$ cat config.mk
export PLATFORM = sky130hd
export DESIGN_NAME = sram_bus_arbiter
export DESIGN_NICKNAME = d
export VERILOG_FILES = /design/src/rtl/sram_bus_arbiter.sv
export SDC_FILE = /design/constraint.sdc
export NUM_CORES = 1
export LEC_CHECK = 0
export CAP_MARGIN = 10
export CORE_AREA = 2 2 126 128
export CTS_CLUSTER_SIZE = 24
export DETAILED_ROUTE_END_ITERATION = 10
export DIE_AREA = 0 0 128 130
export SLEW_MARGIN = 10
export SYNTH_ARGS = -nofsm -noshare
export SYNTH_HDL_FRONTEND = slang
export SYNTH_SLANG_ARGS = --single-unit
$ cat constraint.sdc
create_clock -name clk -period 2.51 [get_ports clk]
set_input_delay 0.502 -clock clk [delete_from_list [all_inputs] [get_ports clk]]
set_output_delay 0.502 -clock clk [all_outputs]
set_load 0.03 [all_outputs]
$ cat src/rtl/sram_bus_arbiter.sv
// sram_bus_arbiter: shares one SRAM-like slave bus between inst and data masters (define ARB_RR_EN for round-robin)
module sram_bus_arbiter #(
   parameter int MAX_OUT = 2,
   parameter int PTR_W   = 1
) (
   input  logic             clk,
   input  logic             resetn,
   input  logic             inst_req,
   input  logic             inst_wr,
   input  logic [1:0]       inst_size,
   input  logic [3:0]       inst_wstrb,
   input  logic [31:0]      inst_addr,
   input  logic [31:0]      inst_wdata,
   output logic             inst_addr_ok,
   output logic             inst_data_ok,
   output logic [31:0]      inst_rdata,
   input  logic             data_req,
   input  logic             data_wr,
   input  logic [1:0]       data_size,
   input  logic [3:0]       data_wstrb,
   input  logic [31:0]      data_addr,
   input  logic [31:0]      data_wdata,
   output logic             data_addr_ok,
   output logic             data_data_ok,
   output logic [31:0]      data_rdata,
   output logic             s_req,
   output logic             s_wr,
   output logic [1:0]       s_size,
   output logic [3:0]       s_wstrb,
   output logic [31:0]      s_addr,
   output logic [31:0]      s_wdata,
   input  logic             s_addr_ok,
   input  logic             s_data_ok,
   input  logic [31:0]      s_rdata,
   output logic [PTR_W:0]   outstanding,
   output logic             resp_err
);
   localparam logic [PTR_W-1:0] LAST     = PTR_W'(MAX_OUT - 1);
   localparam logic [PTR_W:0]   FULL_CNT = (PTR_W + 1)'(MAX_OUT);
   logic [MAX_OUT-1:0] owner_q;
   logic [PTR_W-1:0]   rptr, wptr;
   logic [PTR_W:0]     count;
   logic lock, lock_owner, data_first, sel_valid, sel_owner, sel_req, full, push, pop, head;

`ifdef ARB_RR_EN
   logic rr_data;
   // priority flips to the other master after every address handshake
   always_ff @(posedge clk)
      if (!resetn) rr_data <= 1'b1;
      else if (push) rr_data <= !sel_owner;
   assign data_first = rr_data;
`else
   assign data_first = 1'b1;
`endif

   // grant selection, slave mux and per-master handshake routing (owner bit: 1=data)
   always_comb begin
      sel_valid    = lock || inst_req || data_req;
      sel_owner    = lock ? lock_owner : (data_first ? data_req : !inst_req);
      sel_req      = sel_owner ? data_req : inst_req;
      full         = count == FULL_CNT;
      s_req        = sel_valid && sel_req && !full;
      s_wr         = sel_valid && (sel_owner ? data_wr : inst_wr);
      s_size       = !sel_valid ? 2'b0  : sel_owner ? data_size  : inst_size;
      s_wstrb      = !sel_valid ? 4'b0  : sel_owner ? data_wstrb : inst_wstrb;
      s_addr       = !sel_valid ? 32'b0 : sel_owner ? data_addr  : inst_addr;
      s_wdata      = !sel_valid ? 32'b0 : sel_owner ? data_wdata : inst_wdata;
      push         = s_req && s_addr_ok;
      pop          = s_data_ok && count != '0;
      head         = owner_q[rptr];
      inst_addr_ok = push && !sel_owner;
      data_addr_ok = push && sel_owner;
      inst_data_ok = pop && !head;
      data_data_ok = pop && head;
      inst_rdata   = inst_data_ok ? s_rdata : 32'b0;
      data_rdata   = data_data_ok ? s_rdata : 32'b0;
      outstanding  = count;
   end

   // owner FIFO, address-phase lock and sticky stray-response flag
   always_ff @(posedge clk) begin
      if (!resetn) begin
         owner_q    <= '0;
         rptr       <= '0;
         wptr       <= '0;
         count      <= '0;
         lock       <= 1'b0;
         lock_owner <= 1'b0;
         resp_err   <= 1'b0;
      end else begin
         if (push) begin
            owner_q[wptr] <= sel_owner;
            wptr          <= wptr == LAST ? '0 : wptr + 1'b1;
         end
         if (pop) rptr <= rptr == LAST ? '0 : rptr + 1'b1;
         count <= count + {{PTR_W{1'b0}}, push} - {{PTR_W{1'b0}}, pop};
         if (push) lock <= 1'b0;
         else if (s_req) begin
            lock       <= 1'b1;
            lock_owner <= sel_owner;
         end
         if (s_data_ok && count == '0) resp_err <= 1'b1;
      end
   end
endmodule

==> impl_metrics.env <==
export IMPL_design_area_um2=5390
export IMPL_hold_viol=0
export IMPL_required_ps=2010
export IMPL_die_area_um2=16600
export IMPL_holdPathStages=2
export IMPL_syn_cell_area_um2=1580
export IMPL_ant_nets=0
export IMPL_antenna_found_initial=1
export IMPL_cap_violations=0
export IMPL_cts_tree="yes"
export IMPL_ios=323
export IMPL_startpoint="data_req"
export IMPL_syn_to_final_growth_pct=241
export IMPL_setup_violations=0
export IMPL_wl_per_cell_um=16.4
export IMPL_crit_path_end="s_wdata[17]"
export IMPL_worst_path_largest_cell_delay_ps=310
export IMPL_power_density_nw_per_um2=608
export IMPL_avgSynthCellArea_um2=7.58
export IMPL_synth_fp_nets=391
export IMPL_final_common_cell="clkdlybuf4s50_1"
export IMPL_die_w_um=128
export IMPL_worst_r2r_setup_slack_ps=400
export IMPL_num_rows=46
export IMPL_initial_utilization_pct=10.3
export IMPL_timing_final_crit_share_pct=97.9
export IMPL_crit_cells=7
export IMPL_syn_inst=209
export IMPL_synth_seq_area_share_pct=11.4
export IMPL_yosysUniqueCellTypes=23
export IMPL_postLayoutSetupSlackWorst_ps=51.8
export IMPL_crit_top_cell="buf_4"
export IMPL_worstSkewPairLatency_ps=230
export IMPL_hold_class="flip-flop to flip-flop"
export IMPL_grt_overflow=0
export IMPL_regToRegStartpoint="lock_owner$_SDFFE_PN0P_"
export IMPL_first_global_vias=2888
export IMPL_route_detailed_drc=0
export IMPL_most_common_layout_cells="clkdlybuf4s50_1, buf_4, and2_1, a22o_1, buf_12"
export IMPL_worstSetupPathType="input pin to primary output"
export IMPL_yosysTopAreaCell="a22o_1"
export IMPL_htreeDepth=1
export IMPL_portBuffers=322
export IMPL_irDropWorstVdd_mv=0.247
export IMPL_finalCriticalPeriod_ps=2460
export IMPL_synth_seq_cells=9
export IMPL_firstDrtPassIters=4
export IMPL_crit_fanout=18
export IMPL_finalClockSkew_ps=0.509
export IMPL_drv_slew=0
export IMPL_ys_warn_count=0
export IMPL_viasPerCell=4.11
export IMPL_status="finished clean"
export IMPL_clock_path_buffers=2
export IMPL_wirelength_um=11900
export IMPL_worstPathArrival_ps=1960
export IMPL_fp_dieH_um=130
export IMPL_gp_congestion=0.762
export IMPL_rsz0062_at_grt="no"
export IMPL_hpwl_um=9940
export IMPL_endpoint_kind="primary output"
export IMPL_clk_pin_slew_ps=40
export IMPL_crit_family="buffers and inverters"
export IMPL_grt_pass1_wl_um=16200
export IMPL_vias=2974
export IMPL_drive_above_1_share_pct=31.5
export IMPL_fill_cells=1608
export IMPL_core_area_um2=15400
export IMPL_placed_area_um2=5150
export IMPL_slowest_stage="mux2_4"
export IMPL_maxSlewHeadroom_pct=68.6
export IMPL_synth_area_leaders="a22o_1, and2_1, dfxtp_1, buf_2, mux2i_1"
export IMPL_grtUsageTotal_pct=12.5
export IMPL_critPathBufInv=5
export IMPL_numCtsBuffers=3
export IMPL_layout_nets=714
export IMPL_cts_root_buf="clkbuf_16"
export IMPL_timing_fmax_mhz=407
export IMPL_clock_sink_count=9
export IMPL_power_total_w=0.00328
export IMPL_r2r_end="outstanding[1]$_SDFF_PN0_"
export IMPL_p_leak_nw=2.44
export IMPL_drtIter0Drc=54
export IMPL_place_ws_ps=-133
export IMPL_startpoint_type="input pin"
export IMPL_antenna_cells=0
export IMPL_path_cells="dlygate4sd2_1, buf_4, mux2_4, buf_12, buf_16, a22o_1, buf_4"
export IMPL_reg2reg_depth=8
export IMPL_grt_max_degree=34
export IMPL_worst_slew_pin_slew_ps=470
export IMPL_synth_top_area_share_pct=39.3
[area by class of cell]
cell class / instances / area [um^2] / share of cell area, %
repair buffers: 340 / 3540 / 65.7
multi-input cells: 174 / 1340 / 24.8
inverters: 4 / 15.0 / 0.278
flip-flops and latches: 9 / 180 / 3.34
clock buffers: 4 / 78.8 / 1.46
well taps: 192 / 240 / 4.45
[sequential cells by signal, indices dropped and copies added (netlist names)]
signal       flops
lock             1
wptr             1
outstanding      2
owner_q          2
resp_err         1
rptr             1
lock_owner       1
[where the power goes]
group	internal [W]	switching [W]
sequential	0.000177	0.0000380
combinational	0.00137	0.00141
clock	0.000212	0.0000708
total	0.00176	0.00151
[worst min path at each step]
| stage | from | slack [ps] | end |
|---|---|---|---|
| floorplan | owner_q[1]$_SDFFE_PN0P_ | 440 | owner_q[1]$_SDFFE_PN0P_ |
| global placement | owner_q[1]$_SDFFE_PN0P_ | 460 | owner_q[1]$_SDFFE_PN0P_ |
| detailed placement | owner_q[1]$_SDFFE_PN0P_ | 480 | owner_q[1]$_SDFFE_PN0P_ |
| CTS | owner_q[1]$_SDFFE_PN0P_ | 480 | owner_q[1]$_SDFFE_PN0P_ |
| global route | owner_q[1]$_SDFFE_PN0P_ | 500 | owner_q[1]$_SDFFE_PN0P_ |
| finish | owner_q[1]$_SDFFE_PN0P_ | 480 | owner_q[1]$_SDFFE_PN0P_ |
[cells by family (layout without fill, tap and decap cells)]
| family | after synthesis | count (layout) | synth area share [%] |
|---|---|---|---|
| buf+inv | 26 | 348 | 7.11 |
| compound gates | 79 | 79 | 42.7 |
| mux | 5 | 5 | 3.24 |
| flops | 9 | 9 | 11.4 |
| xor+xnor | 4 | 4 | 2.21 |
| simple gates | 84 | 84 | 31.8 |
| fa+ha+maj | 2 | 2 | 1.58 |
[worst reg2reg max path, stage by stage, from the launching register on]
cell and delay [ps]:
dfxtp_1 440, mux2i_1 140, a2111o_1 500, ha_1 310, inv_1 40, ha_1 180
xnor2_1 130, xnor2_1 120, and2_1 150
[per-layer routing]
layer,GRT usage (%),vias up,part of all wire (%),routed length [um]
met2,23.8,200,51,6060
met5,0,-,0.11,13
met1,14.0,1344,38,4470
met4,2.91,2,1.5,184
met3,3.24,12,9.8,1160
li1,-,1416,-,-
[what timing repair did]
| action | CTS | global route |
|---|---|---|
| endpoints found under the hold margin | 0 | 0 |
| endpoints found under the setup margin | 72 | 1 |
| resized for setup | 10 | 1 |
| hold buffers | 0 | 0 |
| cloned | 3 | 0 |
| pin swaps | 1 | 1 |
| buffers inserted | 2 | 0 |
[cells in the mapped netlist]
cell      number
a21oi_1        1
buf_2         12
a2111o_1       1
inv_1          4
nand2_1        3
clkbuf_1      10
and2_1        68
xnor2_1        4
o211ai_1       1
o21ai_1        2
ha_1           2
nor4_1         1
a22o_1        71
mux2_2         1
nor2_1         5
o31ai_1        1
nor2b_1        5
nand3_1        1
o21ai_0        1
a211oi_1       1
and3_1         1
mux2i_1        4
dfxtp_1        9
[metrics by stage]
step	TNS, ps	instances	hold slack [ps]	util, %
3_3_place_gp	-3950	714	455	33.4
2_1_floorplan	0	209	438	-
4_1_cts	0	723	483	35.0
3_5_place_dp	-5510	714	479	33.4
5_1_grt	0	723	500	35.0
6_report	0	723	476	35.0
Power figures use the tool's default switching activity.
